## src/rtl/hazard_pkg.sv

```systemverilog
// -----------------------------------------------------------------------------
// hazard_pkg
// Shared types and default sizes for the pipeline hazard controller.
//   hc_state_t     : sequencer state (RUN, FLUSH, MEM_WAIT)
//   REG_IDX_W_DEF  : default register index width
//   NUM_REGS_DEF   : default scoreboard depth (2**REG_IDX_W_DEF)
// -----------------------------------------------------------------------------
package hazard_pkg;

    localparam int REG_IDX_W_DEF = 4;
    localparam int NUM_REGS_DEF  = 16;

    typedef enum logic [1:0] {
        RUN      = 2'd0,
        FLUSH    = 2'd1,
        MEM_WAIT = 2'd2
    } hc_state_t;

endpackage

```

## src/rtl/hazard_scoreboard.sv

```systemverilog
// -----------------------------------------------------------------------------
// hazard_scoreboard
// One pending bit per architectural register, set when a writer issues and
// cleared at writeback, with three combinational lookup ports for decode.
// Ports:
//   i_clk, i_rst_n        clock, asynchronous active-low reset
//   i_set, i_set_idx      mark register as having an in-flight writer
//   i_clr, i_clr_idx      writeback retires the pending write
//   i_ra, i_rb, i_rc      lookup indices
//   o_pend_ra/rb/rc       pending bit of each looked-up register
//   o_pending             full scoreboard vector
// -----------------------------------------------------------------------------
module hazard_scoreboard #(
    parameter int REG_IDX_W = hazard_pkg::REG_IDX_W_DEF,
    parameter int NUM_REGS  = hazard_pkg::NUM_REGS_DEF
) (
    input  logic                 i_clk,
    input  logic                 i_rst_n,
    input  logic                 i_set,
    input  logic [REG_IDX_W-1:0] i_set_idx,
    input  logic                 i_clr,
    input  logic [REG_IDX_W-1:0] i_clr_idx,
    input  logic [REG_IDX_W-1:0] i_ra,
    input  logic [REG_IDX_W-1:0] i_rb,
    input  logic [REG_IDX_W-1:0] i_rc,
    output logic                 o_pend_ra,
    output logic                 o_pend_rb,
    output logic                 o_pend_rc,
    output logic [NUM_REGS-1:0]  o_pending
);

    logic [NUM_REGS-1:0] r_sb;
    logic [NUM_REGS-1:0] w_sb_nxt;

    // Clear first, then set, so a same-index set+clear leaves the bit set:
    // the newly issued writer is still in flight.
    always_comb begin
        w_sb_nxt = r_sb;
        if (i_clr) w_sb_nxt[i_clr_idx] = 1'b0;
        if (i_set) w_sb_nxt[i_set_idx] = 1'b1;
    end

    always_ff @(posedge i_clk or negedge i_rst_n) begin
        if (!i_rst_n) r_sb <= '0;
        else          r_sb <= w_sb_nxt;
    end

    // Lookups read the registered vector: no writeback bypass.
    assign o_pend_ra = r_sb[i_ra];
    assign o_pend_rb = r_sb[i_rb];
    assign o_pend_rc = r_sb[i_rc];
    assign o_pending = r_sb;

endmodule

```

## src/rtl/hazard_controller.sv

```systemverilog
// -----------------------------------------------------------------------------
// hazard_controller
// Pipeline sequencer beside decode. Detects RAW/WAW hazards with a register
// scoreboard, drives IF/ID and ID/EX enables and flushes, squashes wrong-path
// work after a taken branch and freezes the pipe while memory is busy.
// Optional feature macro: HAZARD_PERF_EN (saturating stall/flush counters).
// Ports:
//   clk, rst                 clock, asynchronous active-low reset
//   id_valid                 decode holds a real instruction
//   id_ra, id_rb, id_rc      decode source / dest indices
//   id_use_ra/rb/rc          source actually read
//   id_reg_write             instruction writes id_rc
//   wb_we, wb_rd             writeback enable / index
//   ex_br_taken              branch in EX resolved taken
//   mem_busy                 data memory not ready
//   if_en, ifid_en, idex_en  stage/buffer enables
//   ifid_flush, idex_flush   load bubble into buffer
//   id_issue                 decode instruction advances
//   sb_pending               scoreboard bits (debug)
//   stall_cnt, flush_cnt     perf counters (zero unless HAZARD_PERF_EN)
// -----------------------------------------------------------------------------
module hazard_controller #(
    parameter int REG_IDX_W  = hazard_pkg::REG_IDX_W_DEF,
    parameter int NUM_REGS   = hazard_pkg::NUM_REGS_DEF,
    parameter int FLUSH_CYC  = 2,
    parameter int PERF_CNT_W = 16
) (
    input  logic                  clk,
    input  logic                  rst,
    input  logic                  id_valid,
    input  logic [REG_IDX_W-1:0]  id_ra,
    input  logic [REG_IDX_W-1:0]  id_rb,
    input  logic [REG_IDX_W-1:0]  id_rc,
    input  logic                  id_use_ra,
    input  logic                  id_use_rb,
    input  logic                  id_use_rc,
    input  logic                  id_reg_write,
    input  logic                  wb_we,
    input  logic [REG_IDX_W-1:0]  wb_rd,
    input  logic                  ex_br_taken,
    input  logic                  mem_busy,
    output logic                  if_en,
    output logic                  ifid_en,
    output logic                  idex_en,
    output logic                  ifid_flush,
    output logic                  idex_flush,
    output logic                  id_issue,
    output logic [NUM_REGS-1:0]   sb_pending,
    output logic [PERF_CNT_W-1:0] stall_cnt,
    output logic [PERF_CNT_W-1:0] flush_cnt
);

    import hazard_pkg::*;

    localparam int CTR_W = (FLUSH_CYC > 1) ? $clog2(FLUSH_CYC) : 1;

    hc_state_t        r_state, w_state_nxt;
    hc_state_t        r_saved, w_saved_nxt;
    hc_state_t        w_eff_state;
    logic [CTR_W-1:0] r_ctr, w_ctr_nxt;

    logic w_pend_ra, w_pend_rb, w_pend_rc;
    logic w_hazard;

    hazard_scoreboard #(
        .REG_IDX_W (REG_IDX_W),
        .NUM_REGS  (NUM_REGS)
    ) u_sb (
        .i_clk     (clk),
        .i_rst_n   (rst),
        .i_set     (id_issue & id_reg_write),
        .i_set_idx (id_rc),
        .i_clr     (wb_we),
        .i_clr_idx (wb_rd),
        .i_ra      (id_ra),
        .i_rb      (id_rb),
        .i_rc      (id_rc),
        .o_pend_ra (w_pend_ra),
        .o_pend_rb (w_pend_rb),
        .o_pend_rc (w_pend_rc),
        .o_pending (sb_pending)
    );

    // id_rc is checked both as a source (store data) and as a destination
    // (WAW), which keeps at most one writer per register in flight.
    assign w_hazard = id_valid & ((id_use_ra & w_pend_ra) |
                                  (id_use_rb & w_pend_rb) |
                                  ((id_use_rc | id_reg_write) & w_pend_rc));

    // Once memory frees up, MEM_WAIT resumes the saved state's behaviour in
    // that same cycle, so no dead cycle follows the freeze.
    assign w_eff_state = (r_state == MEM_WAIT) ? r_saved : r_state;

    always_ff @(posedge clk or negedge rst) begin
        if (!rst) begin
            r_state <= RUN;
            r_saved <= RUN;
            r_ctr   <= '0;
        end else begin
            r_state <= w_state_nxt;
            r_saved <= w_saved_nxt;
            r_ctr   <= w_ctr_nxt;
        end
    end

    always_comb begin
        if_en       = 1'b1;
        ifid_en     = 1'b1;
        idex_en     = 1'b1;
        ifid_flush  = 1'b0;
        idex_flush  = 1'b0;
        id_issue    = 1'b0;
        w_state_nxt = r_state;
        w_saved_nxt = r_saved;
        w_ctr_nxt   = r_ctr;

        if (mem_busy) begin
            // Full freeze; flush counter holds.
            if_en       = 1'b0;
            ifid_en     = 1'b0;
            idex_en     = 1'b0;
            w_state_nxt = MEM_WAIT;
            if (r_state != MEM_WAIT) w_saved_nxt = r_state;
        end else begin
            case (w_eff_state)
                FLUSH: begin
                    // EX holds a bubble here, so a taken branch is ignored.
                    ifid_flush  = 1'b1;
                    idex_flush  = 1'b1;
                    w_ctr_nxt   = r_ctr - 1'b1;
                    w_state_nxt = (r_ctr <= CTR_W'(1)) ? RUN : FLUSH;
                end
                default: begin
                    w_state_nxt = RUN;
                    if (ex_br_taken) begin
                        ifid_flush  = 1'b1;
                        idex_flush  = 1'b1;
                        w_ctr_nxt   = CTR_W'(FLUSH_CYC - 1);
                        w_state_nxt = (FLUSH_CYC == 1) ? RUN : FLUSH;
                    end else if (w_hazard) begin
                        // Hold fetch/decode, push a bubble into EX.
                        if_en      = 1'b0;
                        ifid_en    = 1'b0;
                        idex_flush = 1'b1;
                    end else begin
                        id_issue = id_valid;
                    end
                end
            endcase
        end

        if (!rst) begin
            if_en      = 1'b0;
            ifid_en    = 1'b0;
            idex_en    = 1'b0;
            ifid_flush = 1'b1;
            idex_flush = 1'b1;
            id_issue   = 1'b0;
        end
    end

`ifdef HAZARD_PERF_EN
    logic [PERF_CNT_W-1:0] r_stall_cnt;
    logic [PERF_CNT_W-1:0] r_flush_cnt;
    logic                  w_stall_evt;
    logic                  w_flush_evt;

    // A hazard bubble flushes only ID/EX; branch squashes flush both buffers.
    assign w_stall_evt = mem_busy | (idex_flush & ~ifid_flush);
    assign w_flush_evt = ifid_flush;

    always_ff @(posedge clk or negedge rst) begin
        if (!rst) begin
            r_stall_cnt <= '0;
            r_flush_cnt <= '0;
        end else begin
            if (w_stall_evt && (r_stall_cnt != '1)) r_stall_cnt <= r_stall_cnt + 1'b1;
            if (w_flush_evt && (r_flush_cnt != '1)) r_flush_cnt <= r_flush_cnt + 1'b1;
        end
    end

    assign stall_cnt = r_stall_cnt;
    assign flush_cnt = r_flush_cnt;
`else
    assign stall_cnt = '0;
    assign flush_cnt = '0;
`endif

endmodule

```

## config.mk

```make
export PLATFORM = sky130hd
export DESIGN_NAME = hazard_controller
export DESIGN_NICKNAME = d
export VERILOG_FILES = /design/src/rtl/hazard_pkg.sv /design/src/rtl/hazard_scoreboard.sv /design/src/rtl/hazard_controller.sv
export SDC_FILE = /design/constraint.sdc
export NUM_CORES = 1
export LEC_CHECK = 0
export ABC_AREA = 1
export BUFFER_PORTS_ARGS = -buffer_cell sky130_fd_sc_hd__buf_2
export CORE_ASPECT_RATIO = 0.7
export CORE_UTILIZATION = 52
export CTS_BUF_LIST = sky130_fd_sc_hd__clkbuf_16
export CTS_CLUSTER_DIAMETER = 150
export DETAILED_ROUTE_END_ITERATION = 8
export PLACE_DENSITY = 0.86
export SETUP_SLACK_MARGIN = 0.5
export SYNTH_ARGS = -nofsm -noshare
export SYNTH_HDL_FRONTEND = slang
export SYNTH_SLANG_ARGS = --single-unit
```

## constraint.sdc

```tcl
create_clock -name clk -period 3.9 [get_ports clk]
set_input_delay 0.78 -clock clk [delete_from_list [all_inputs] [get_ports clk]]
set_output_delay 0.78 -clock clk [all_outputs]
set_load 0.02 [all_outputs]
```

### Word level (Yosys, flattened, before mapping)

Index checks and enable logic that the tools add are counted.

| storage, ports and cells | value |
|---|---|
| RAM bits | 0 |
| bits of input ports | 26 |
| memory bits (read-only) | 0 |
| latch bits | 0 |
| output and inout bits | 54 |
| bits in registers | 21 |
| memories | 0 |

| operators by class | value |
|---|---|
| eq/ne operators | 3 |
| bitwise gates (word level) | 12 |
| multiplexer cells | 40 |
| $mul | 0 |
| $add $sub $neg | 1 |
| reduce and logical (&&, ||, !) cells | 5 |
| shift operators | 0 |
| divide/modulo/power cells | 0 |
| magnitude comparators | 7 |

Operators by type and width:

| cell | count |
|---|---|
| $mux 16 | 2 |
| $mux 1 | 31 |
| $lt 4x5->1 const B | 4 |
| $and 16x16->16 | 1 |
| $not 16->16 | 1 |
| $or 16x16->16 | 1 |
| $bmux 1 s4 | 3 |
| $demux 1 s4 | 2 |
| $ge 4x1->1 const B | 2 |
| $and 1x1->1 | 5 |
| $mux 2 | 2 |
| $reduce_and 2->1 | 2 |
| $or 1x1->1 | 3 |
| $eq 2x1->1 const B | 1 |
| $eq 2x2->1 const B | 1 |
| $logic_and 1x1->1 | 2 |
| $ne 2x2->1 const B | 1 |
| $reduce_bool 2->1 | 1 |
| $le 1x1->1 const B | 1 |
| $not 1->1 | 1 |
| $sub 1x1->1 const B | 1 |

### Longest topological paths before layout

Gate-level depths: netlist (run 1).

| depth | value |
|---|---|
| word-level depth | 13 |
| depth in mapped cells | 13 |

### Hierarchy

From an unflattened synthesis (run 1), not the netlist that was laid out.

| second synthesis, totals | value |
|---|---|
| cell total of the unflattened synthesis | 273 |
| area total of the unflattened synthesis | 1767.9 µm² |

By module, submodules not included:

| module | area each (µm²) | sequential area each (µm²) | instances | cells an instance |
|---|---|---|---|---|
| hazard_scoreboard | 1251.2 | 400.4 | 1 | 196 |
| hazard_controller | 516.7 | 100.1 | 1 | 77 |

### Least setup slack after synthesis (run 1)

No wires, ideal clock.

| timing | value |
|---|---|
| kind | input port to output port |
| start | input port id_ra[0] |
| end | output port ifid_en |
| setup slack | 1.045 ns |
| data required time | 3.120 ns |
| data arrival time | 2.075 ns |
| stages on the path | 12 |
| cell sequence | buf_2 inv_2 nand2_1 nand3_1 nand2_1 nand2_1 nand3_1 nand3_1 nand2_1 nor2_8 o21a_1 buf_4 |

| between the ends | value |
|---|---|
| longest elaborated chain between the ends | 11 |

RTL lines:

| element | line | RTL |
|---|---|---|
| start: declaration | hazard_controller.sv:31 | `input logic [REG_IDX_W-1:0] id_ra,` |
| $bmux 1 s4 | hazard_scoreboard.sv:49 | `assign o_pend_ra = r_sb[i_ra];` |
| $mux 1 (implied by the code) | hazard_scoreboard.sv:49 |  |
| $and 1x1->1 | hazard_controller.sv:86 | `assign w_hazard = id_valid & ((id_use_ra & w_pend_ra) \|` |
| $or 1x1->1 | hazard_controller.sv:86 |  |
| $or 1x1->1 | hazard_controller.sv:87 | `(id_use_rb & w_pend_rb) \|` |
| $and 1x1->1 | hazard_controller.sv:86 |  |
| $mux 1 (5 in series) | -- |  |
| end: declaration | hazard_controller.sv:43 | `output logic ifid_en,` |

Every way passes these cells. The select of a mux whose other input is x is not followed.

### Final worst setup path (run 1)

| timing | value |
|---|---|
| start | input port id_rc[1] |
| end | output port if_en |

| between the ends | value |
|---|---|
| longest elaborated chain between the ends | 10 |

RTL lines:

| element | line | RTL |
|---|---|---|
| start: declaration | hazard_controller.sv:33 | `input logic [REG_IDX_W-1:0] id_rc,` |
| $bmux 1 s4 | hazard_scoreboard.sv:51 | `assign o_pend_rc = r_sb[i_rc];` |
| $mux 1 (implied by the code) | hazard_scoreboard.sv:51 |  |
| $and 1x1->1 | hazard_controller.sv:88 | `((id_use_rc \| id_reg_write) & w_pend_rc));` |
| $or 1x1->1 | hazard_controller.sv:87 |  |
| $and 1x1->1 | hazard_controller.sv:86 |  |
| $mux 1 | hazard_controller.sv:140 | `end else if (w_hazard) begin` |
| $mux 1 | hazard_controller.sv:135 | `if (ex_br_taken) begin` |
| $mux 1 | hazard_controller.sv:125 | `case (w_eff_state)` |
| $mux 1 | hazard_controller.sv:117 | `if (mem_busy) begin` |
| $mux 1 | hazard_controller.sv:152 | `if (!rst) begin` |
| end: declaration | hazard_controller.sv:42 | `output logic if_en,` |

Every way passes these cells. The select of a mux whose other input is x is not followed.

==> metrics, run 1 <==
outcome=finished, final reports clean; reg2reg path depth=11; critical path arrival=2330 ps; antenna violations before repair=0; vias in the first global route=1619; Antenna diodes=0; FF-to-FF End=u_sb.o_pending[10]; worst hold path type=reg2reg; Die Y=52.57 microns; cell taking the most area after synthesis=dfrtp_1; Num CTS Buffers=3; P_leak=1.294 nW; post-DP HPWL=3798 microns; Reg clk slew, reported paths=50 ps; CP peak stage delay=330 ps; fin crit share=0.7979; Routed WL per cell=11.98 microns; H-tree depth=1; Synth cell types=28; Layout area overhead=11.40%; synth warn=0; GR Overflow Total=0; met3 usage=0.06538; met2 Resource Use GR=0.3833; Top Usage Layer GRT=met1; top-count cell post-synth=nand2_1; layout cells sized above 1=0.1920; Max clock buf depth=2; CTS sink count=20; worst hold path startpoint=r_saved[1]; CP startpoint kind=input port; met1 global-route usage=0.4069; CP Max Fanout=18; Post-synth EDFFs=0; Syn Area/Cell=6.248 sq um; clock latency on the worst-skew pair=250 ps; Crit. End Element=primary output; Setup CP Type=in2out; setup bufs post-CTS=0; initial DRC count=a little over 200; flops & latches, synth=20; top cells by area, synth=dfrtp_1 (26%), nand2_1 (17%), buf_4 (13%); Synth top area share=0.2635; std cell rows=17; Clock Skew=2.451 ps; total track usage=0.2679; Port Buffers=47; Mapped Area=~1900 sq um; Initial Utilization=0.5724; routed vias=between 1500 and 2000; Max Cap Viol=0; Fillers=approximately 300; CTS tree=done; endpoints failing hold=0; sequential area share after synthesis=0.2635; max-slew violations=0; Fin Setup TNS=0 ps; FF-to-FF setup slack=about 2300 ps; WHS Path Cells=2; Detailed Routing Iterations Pass 1=5; Hold Path Sink=r_saved[1]; RSZ-0062 raised after global routing=false; Critical R2R Launch=u_sb.o_pending[15]; DIE WIDTH=74.24 microns; Core ar.=3318 sq um; Routed Antenna Nets=0; fmax=321.4 MHz; first-pass GRT wire length=7817 microns; Post-CTS Resized=0; Req. time, crit path=3120 ps; DR vias/cell=5.038; CTS Hold Bufs=0; RePlAce Congestion=0.9421; die area=3902 sq um; async set-or-reset flop fraction in the synthesized netlist=1.000; fin crit period=between 3000 and 4000 ps; Max IR drop VDD=0.0002436 V; cells after synthesis=304; most frequent cells after synthesis=nand2_1 (87), buf_4 (34), inv_1 (33); Pwr Density=around 290 nW/um^2; Detailed Route WL=4745 microns; Clock Root Buffer=clkbuf_16; largest net degree at the start of global routing=21; critical path cell sequence=buf_2 > inv_2 > nor2_1 > nand2_1 > nand4_1 > nand2_1 > nand2_2 > nor2_4 > nor2_4 > nor2_8 > o21a_1 > buf_2; Setup Viol. Count Final=0; Top Ports=80; Synth Flop Type=dfrtp_1; Nets=about 380; Power Total=0.6065 mW; DRC viols=0; slowest cell on the critical path=nor2_1
## stage by stage
stage	hold slack, ps	util	instance area, sq um	setup slack [ps]	std cells
floorplan	456.0	-	2016	1045	335
global placement	477.7	0.6139	2037	895.9	392
detailed placement	492.1	0.6139	2037	856.0	392
CTS	505.2	0.6376	2116	831.1	396
global route	552.2	0.6376	2116	636.8	396
finish	500.4	0.6376	2116	788.4	396
## kinds of logic (layout without fill, tap and decap cells)
kind of cell	count (synthesis)	in the layout	share of synthesized area
buffers and inverters	80	94	0.2325
other	1	32	0.001974
AOI/OAI and AO/OA	25	25	0.07313
DFF	20	20	0.2635
and+or+nand+nor	178	178	0.4288
## sequential cells by signal (all words and copies together), names as in the netlist
signal,count
r_state,2
u_sb.o_pending,16
r_saved,2
## where the power goes
part	switching (mW)	total, mW	internal [mW]
combinational	0.126	0.171	0.0448
sequential	0.00826	0.226	0.218
clock	0.0725	0.209	0.136
## final cells by class
class                   count  area, sq um  share of cell area
clock inverters             1        3.754            0.001774
multi-input cells         235         1074              0.5074
clock buffers               3        75.07             0.03548
repair buffers             49        250.2              0.1183
well taps                  47        58.81             0.02779
flip-flops and latches     20        500.5              0.2365
inverters                  41        153.9             0.07274
## worst max-delay path, delay by kind of cell
family / cells / cell delay [ps]
AND/OR/NAND/NOR: 8 / 1030
buffers and inverters: 3 / 330
AO/OA/AOI/OAI: 1 / 180
## worst max path at each step
stage / slack [ps] / depth (start not counted) / end / from
3_5_place_dp: 860 / 12 / if_en / id_rc[0]
6_report: 790 / 12 / if_en / id_rc[1]
3_3_place_gp: 900 / 12 / if_en / id_rc[0]
2_1_floorplan: 1050 / 12 / ifid_en / id_ra[0]
5_1_grt: 640 / 12 / if_en / id_rb[0]
4_1_cts: 830 / 12 / if_en / id_rc[1]
## metal layers
metal | share of wire | vias up | routed length (microns)
met3 | 0.096 | 4 | 454
li1 | - | 998 | -
met5 | 0 | - | 0
met4 | 0.0048 | 0 | 23
met2 | 0.42 | 130 | 1978
met1 | 0.48 | 863 | 2288
## placed cells by master, fill, tap and decap left out
master / Yosys / final
buf_2: 2 / 47
nand4_1: 17 / 17
nor2_8: 1 / 1
a21oi_1: 4 / 4
inv_1: 33 / 33
o21a_1: 1 / 1
nand3_1: 30 / 30
nand3b_1: 2 / 2
nand2_2: 2 / 2
o31ai_1: 4 / 4
nor3_2: 1 / 1
nor2_1: 32 / 32
buf_4: 34 / 2
clkbuf_16: 0 / 3
inv_2: 6 / 6
nor2_2: 2 / 2
o21ai_0: 14 / 14
dfrtp_1: 20 / 20
nand2_4: 1 / 1
nor3b_1: 1 / 1
clkinv_1: 2 / 3
o22ai_1: 1 / 1
o21ai_1: 1 / 1
nand2_1: 87 / 87
conb_1: 1 / 32
nor2_4: 2 / 2
(Power assumes the default switching activity.)
==> inputs of run 2 (changes only) <==
--- a/config.mk
+++ b/config.mk
@@ -8,11 +8,11 @@
 export ABC_AREA = 1
 export BUFFER_PORTS_ARGS = -buffer_cell sky130_fd_sc_hd__buf_2
 export CORE_ASPECT_RATIO = 0.7
-export CORE_UTILIZATION = 52
+export CORE_UTILIZATION = 44
 export CTS_BUF_LIST = sky130_fd_sc_hd__clkbuf_16
 export CTS_CLUSTER_DIAMETER = 150
 export DETAILED_ROUTE_END_ITERATION = 8
-export PLACE_DENSITY = 0.86
+export PLACE_DENSITY = 0.77
 export SETUP_SLACK_MARGIN = 0.5
 export SYNTH_ARGS = -nofsm -noshare
 export SYNTH_HDL_FRONTEND = slang
==> constraint.sdc (replaced) <==
create_clock -name clk -period 2.7 [get_ports clk]
set_input_delay 0.54 -clock clk [delete_from_list [all_inputs] [get_ports clk]]
set_output_delay 0.54 -clock clk [all_outputs]
set_load 0.02 [all_outputs]
==> run 2 against run 1 <==
  * Via count up 4.2%
  * Worst hold slack worse by 180 ps
  * Clock power up 49%
  * Non-clock buffer count increased by 8
  * Clock skew up 1.6 ps
  * Critical path type unchanged
  * Combinational power is 69% higher
==> metrics, run 2 (synthesized netlist as in run 1, its figures left out) <==
Clock Skew=4.056 ps (+1.605 ps); Clock Root Buffer=clkbuf_16; Core ar.=4018 sq um (+21%); CP Max Fanout=6 (-12); placed insts=398 (+1.5%); CTS tree=done; routed vias=2079 (+4.2%); Antenna diodes=0 (unchanged); Critical Path Source=id_rc[0]; worst hold path type=in2async; max-slew violations=0 (unchanged); Req. time, crit path=2160 ps (-960 ps); antenna violations before repair=0 (unchanged); Placement Setup Slack=208.6 ps (-647.4 ps); total track usage=0.2463 (-0.02163); RePlAce Congestion=0.9081 (-3.6%); commonest non-fill, non-tap cells in the layout=nand2_1 (84), buf_2 (39), conb_1 (32); commonest non-fill, non-tap cell in the layout=nand2_1; Routed Antenna Nets=0 (unchanged); max reg flops=16 (unchanged); DR vias/cell=5.083 (+0.90%); Reg clk slew, reported paths=60 ps (about the same); Routed WL per cell=12.85 microns (+7.2%); fin crit period=between 2000 and 2500 ps; critical path cell sequence=buf_12 > nor2_4 > nand2_1 > nand4_1 > nand2_1 > nand2_2 > nor2_4 > nor2_4 > nor2_8 > o21a_4 > buf_6; Fin Setup TNS=0 ps (unchanged); Port Buffers=47 (unchanged); std cell rows=19 (+2); critical path arrival=1740 ps (-590 ps); outcome=finished, final reports clean; Layout area overhead=24.11%; Setup Viol. Count Final=0 (unchanged); clock latency on the worst-skew pair=260 ps (about the same); worst setup margin=424.0 ps (-364.4 ps); Detailed Routing Iterations Pass 1=5 (unchanged); CP startpoint kind=input port; Top Ports=80 (unchanged); DRC viols=0 (unchanged); final core utilization=0.5867 (-0.05090); layout cells sized above 1=0.2857 (+0.09374); GR Overflow Total=0 (unchanged); Num CTS Buffers=3 (unchanged); most frequent CP cell=nor2_4; H-tree depth=1 (unchanged); Fillers=393 (+29%); Pwr Density=394.3 nW/um^2 (+38%); largest net degree at the start of global routing=21 (unchanged); endpoints failing hold=0 (unchanged); CTS sink count=20 (unchanged); Max clock buf depth=2 (unchanged); Die Y=56.97 microns (+8.4%); Buf+Inv Stages, Crit Path=2 (-1); Critical R2R Launch=u_sb.o_pending[2]; fmax=approximately 440 MHz; Nets=384 (+2.1%); RSZ-0062 raised after global routing=true; FF-to-FF setup slack=1040 ps (-1250 ps); first-pass GRT wire length=8728 microns (+12%); P_leak=1.368 nW (+5.7%); vias in the first global route=1931 (+19%); Detailed Route WL=5254 microns (+11%); die area=4588 sq um (+18%); fin crit share=0.8430; Max IR drop VDD=0.0002486 V (+2.0%); DIE WIDTH=80.53 microns (+8.5%); Setup CP Type=in2out; initial DRC count=206 (-0.48%); Initial Utilization=0.4728 (-0.09965); CTS Hold Bufs=0 (unchanged); Top delay family on crit path=simple AND/OR/NAND/NOR gates; Finished Layout Cells=409 (+3.3%); Max Cap Viol=0 (unchanged); slowest cell on the critical path=o21a_4; post-DP HPWL=3962 microns (+4.3%); Crit. End Element=primary output; CP peak stage delay=200 ps (-130 ps)
## run 2: worst paths after layout
kind / end / depth (start not counted)
max: ifid_en / 11
min: u_sb.o_pending[8] / 2
max reg2reg: u_sb.o_pending[2] / 12
min reg2reg: r_saved[1] / 2
max in group asynchronous: u_sb.o_pending[2] / 2
min in group clk: r_state[1] / 1
## run 2: worst register-to-register path: cells and delay by family (launching register included)
kind          cells  cell delay (ps)
buf+inv           2              310
flops             1              450
simple gates     10              830
## run 2: layout make-up
type | instances | area [sq um] | area share
inverter | 41 | 168.9 | 0.07166
clock inverter | 1 | 3.754 | 0.001592
multi-input combinational | 235 | 1172 | 0.4973
sequential | 20 | 501.7 | 0.2128
clock buffer | 3 | 75.07 | 0.03185
tap | 52 | 65.06 | 0.02760
timing repair buffer | 57 | 370.4 | 0.1571
## run 2: timing repair
action | CTS | global route
pin swaps | 11 | 6
setup buffers | 7 | 0
setup endpoints to repair | 4 | 4
cloned | 0 | 0
gates resized for setup | 38 | 19
## run 2: report_power, final
group | internal [mW] | switching [mW] | total (mW)
Combinational | 0.0908 | 0.198 | 0.289
Clock | 0.198 | 0.115 | 0.312
Sequential | 0.315 | 0.0132 | 0.328
Total | 0.603 | 0.326 | 0.930
## run 2: stage by stage
stage | hold slack (ps) | total power, mW | cell area (sq um)
4_1_cts | 319.9 | 0.9178 | 2317
5_1_grt | 350.7 | 0.9793 | 2357
6_report | 318.1 | 0.9296 | 2357
2_1_floorplan | 244.4 | 0.5388 | 2022
3_5_place_dp | 483.1 | 0.5775 | 2057
3_3_place_gp | 479.1 | 0.5733 | 2057
## run 2: routing by layer
metal  routed length, microns  global-route usage
met5                        0                   0
met4                       48             0.06122
met3                      512             0.04640
met2                     2359              0.3789
met1                     2333              0.3559
==> inputs of run 3 (changes only) <==
--- a/config.mk
+++ b/config.mk
@@ -8,11 +8,11 @@
 export ABC_AREA = 1
 export BUFFER_PORTS_ARGS = -buffer_cell sky130_fd_sc_hd__buf_2
 export CORE_ASPECT_RATIO = 0.7
-export CORE_UTILIZATION = 44
+export CORE_UTILIZATION = 48
 export CTS_BUF_LIST = sky130_fd_sc_hd__clkbuf_16
 export CTS_CLUSTER_DIAMETER = 150
 export DETAILED_ROUTE_END_ITERATION = 8
-export PLACE_DENSITY = 0.77
+export PLACE_DENSITY = 0.8
 export SETUP_SLACK_MARGIN = 0.5
 export SYNTH_ARGS = -nofsm -noshare
 export SYNTH_HDL_FRONTEND = slang
==> constraint.sdc (replaced) <==
create_clock -name clk -period 2.1 [get_ports clk]
set_input_delay 0.42 -clock clk [delete_from_list [all_inputs] [get_ports clk]]
set_output_delay 0.42 -clock clk [all_outputs]
set_load 0.02 [all_outputs]
==> run 3 against run 2 <==
  * The flow now finishes with violations (setup timing)
  * Total power is 33% higher
  * Clock skew hardly changed
  * Critical path depth is 1 higher
  * Worst hold slack worse by 130 ps
  * Utilization is 11 points higher
  * Non-clock buffer count is 20 higher
  * Final area is 8.4% higher
  * Combinational power is 47% higher
  * Critical path type unchanged
==> metrics, run 3 (synthesized netlist as in run 1, its figures left out) <==
Switch Pwr=0.4302 mW (+32%); FF-to-FF setup slack=320 ps (-720 ps); Fin Setup TNS=-26.76 ps (-26.76 ps); layout cells sized above 1=0.3607 (+0.07503); Top Ports=80 (unchanged); Max clock buf depth=2 (unchanged); commonest non-fill, non-tap cells in the layout=nand2_1 (81), buf_2 (40), conb_1 (32); Power Total=1.240 mW (+33%); initial DRC count=362 (+76%); reg2reg path depth=13 (+1); Port Buffers=47 (unchanged); P_leak=1.494 nW (+9.2%); antenna violations before repair=0 (unchanged); DR vias/cell=5.155 (+1.4%); Max Cap Viol=0 (unchanged); Die Y=54.63 microns (-4.1%); std cell rows=18 (-1); CTS sink count=20 (unchanged); Pwr Density=485.3 nW/um^2 (+23%); vias in the first global route=1818 (-5.9%); Routed WL per cell=13.64 microns (+6.2%); fmax=approximately 470 MHz; RSZ-0062 raised after global routing=true; Setup Viol. Count Final=2 (+2); outcome=finished with violations; total track usage=0.2790 (+0.03276); Max IR drop VDD=0.0004243 V (+71%); max reg flops=16 (unchanged); endpoints failing hold=0 (unchanged); placed insts=404 (+1.5%); Setup CP Type=in2out; CP startpoint kind=input port; CTS tree=done; DRC viols=0 (unchanged); Antenna diodes=0 (unchanged); Area after DPL=2150 sq um (+4.5%); CTS Hold Bufs=0 (unchanged); worst hold path type=in2async; design area=2556 sq um (+8.4%); sequential power share=0.340 (-0.013); CP Max Fanout=9 (+3); RePlAce Congestion=0.9527 (+4.9%); critical path arrival=1690 ps (-50 ps); switch share=0.3468 (-0.004252); max-slew violations=0 (unchanged); Crit. End Element=primary output; combinational share of power=0.342 (+0.031); failing checks=setup timing; routed vias=2201 (+5.9%); fin crit period=2114 ps; worst setup margin=-13.54 ps (-437.5 ps); H-tree depth=1 (unchanged); Clock Root Buffer=clkbuf_16; first-pass GRT wire length=8811 microns (+0.95%); post-DP HPWL=4167 microns (+5.2%); Nets=404 (+5.2%); Routed Antenna Nets=0 (unchanged); Finished Layout Cells=427 (+4.4%); Detailed Route WL=5823 microns (+11%); Num CTS Buffers=3 (unchanged); Initial Utilization=0.5206 (+0.04783); P_int=0.8102 mW (+34%); FF-to-FF End=u_sb.o_pending[2]; largest net degree at the start of global routing=21 (unchanged); fin crit share=1.006; DIE WIDTH=77.19 microns (-4.1%); GR Overflow Total=0 (unchanged); Detailed Routing Iterations Pass 1=5 (unchanged); Clk pwr share=0.318 (-0.018); Layout area overhead=34.58%; Clock Skew=3.648 ps (-0.4086 ps); Reg clk slew, reported paths=60 ps (about the same); commonest non-fill, non-tap cell in the layout=nand2_1; Critical R2R Launch=u_sb.o_pending[8]; Core ar.=3649 sq um (-9.2%); Final Hold Slack=188.3 ps (-129.9 ps); clock latency on the worst-skew pair=250 ps (about the same); die area=4217 sq um (-8.1%); Req. time, crit path=1680 ps (-480 ps)
## run 3: cell count changes in the layout (fill, tap and decap cells not counted), moves of 3 or more
cell / change
buf_4: +17
inv_1: -3
inv_2: +4
inv_4: -3
nand2_1: -3
nand2_2: +4
nand3_1: -7
nand3_2: +7
## run 3: worst max path at each step
stage	cells after the start	startpoint	to
detailed placement	12	id_rc[0]	if_en
global route	12	id_rb[0]	if_en
global placement	12	id_rc[0]	ifid_en
CTS	11	u_sb.o_pending[8]	if_en
floorplan	12	id_rb[0]	ifid_en
finish	12	id_rb[0]	if_en
## run 3: power groups by stage
| stage | combinational [mW] | sequential (mW) | clock [mW] |
|---|---|---|---|
| after global routing | 0.464 | 0.424 | 0.420 |
| after floorplan | 0.270 | 0.438 | 0 |
| after CTS | 0.392 | 0.420 | 0.400 |
| after detailed placement | 0.336 | 0.427 | 0 |
| after global placement | 0.332 | 0.427 | 0 |
| final | 0.425 | 0.422 | 0.394 |
## run 3: stage by stage
step	setup slack, ps	utilization
after floorplan	174.5	-
after global placement	-49.97	0.5892
after detailed placement	-71.98	0.5892
after CTS	12.78	0.6677
after global routing	-81.14	0.7006
final	-13.54	0.7006
## run 3: timing repair
item,in CTS,in global routing
pin swaps,13,19
buffers inserted,14,4
gates resized for setup,30,28
setup endpoints to repair,21,21
gates cloned,1,0
## run 3: critical path, stage by stage
cell and delay, ps:
buf_2 230, inv_8 60, nand2_1 90, nand3_1 90, nand2_1 70, nand2_1 50, nand3_1 90, nand3_2 100
nand2_4 120, nor2_8 50, o21a_4 200, buf_6 130
## run 3: per-layer routing
metal	vias up	routed length, microns	global-route usage
li1	1053	-	-
met1	990	2592	0.3982
met2	150	2467	0.4366
met3	8	719	0.07333
met4	0	44	0.03145
met5	-	0	0
## run 3: cell type report
| cell class | instances | area (sq um) |
|---|---|---|
| Fill cell | 313 | 1092 |
| Sequential cell | 20 | 503.0 |
| Clock buffer | 3 | 75.07 |
| Inverter | 41 | 178.9 |
| Tap cell | 50 | 62.56 |
| Timing Repair Buffer | 77 | 533.0 |
| Clock inverter | 1 | 3.754 |
| Multi-Input combinational cell | 235 | 1200 |
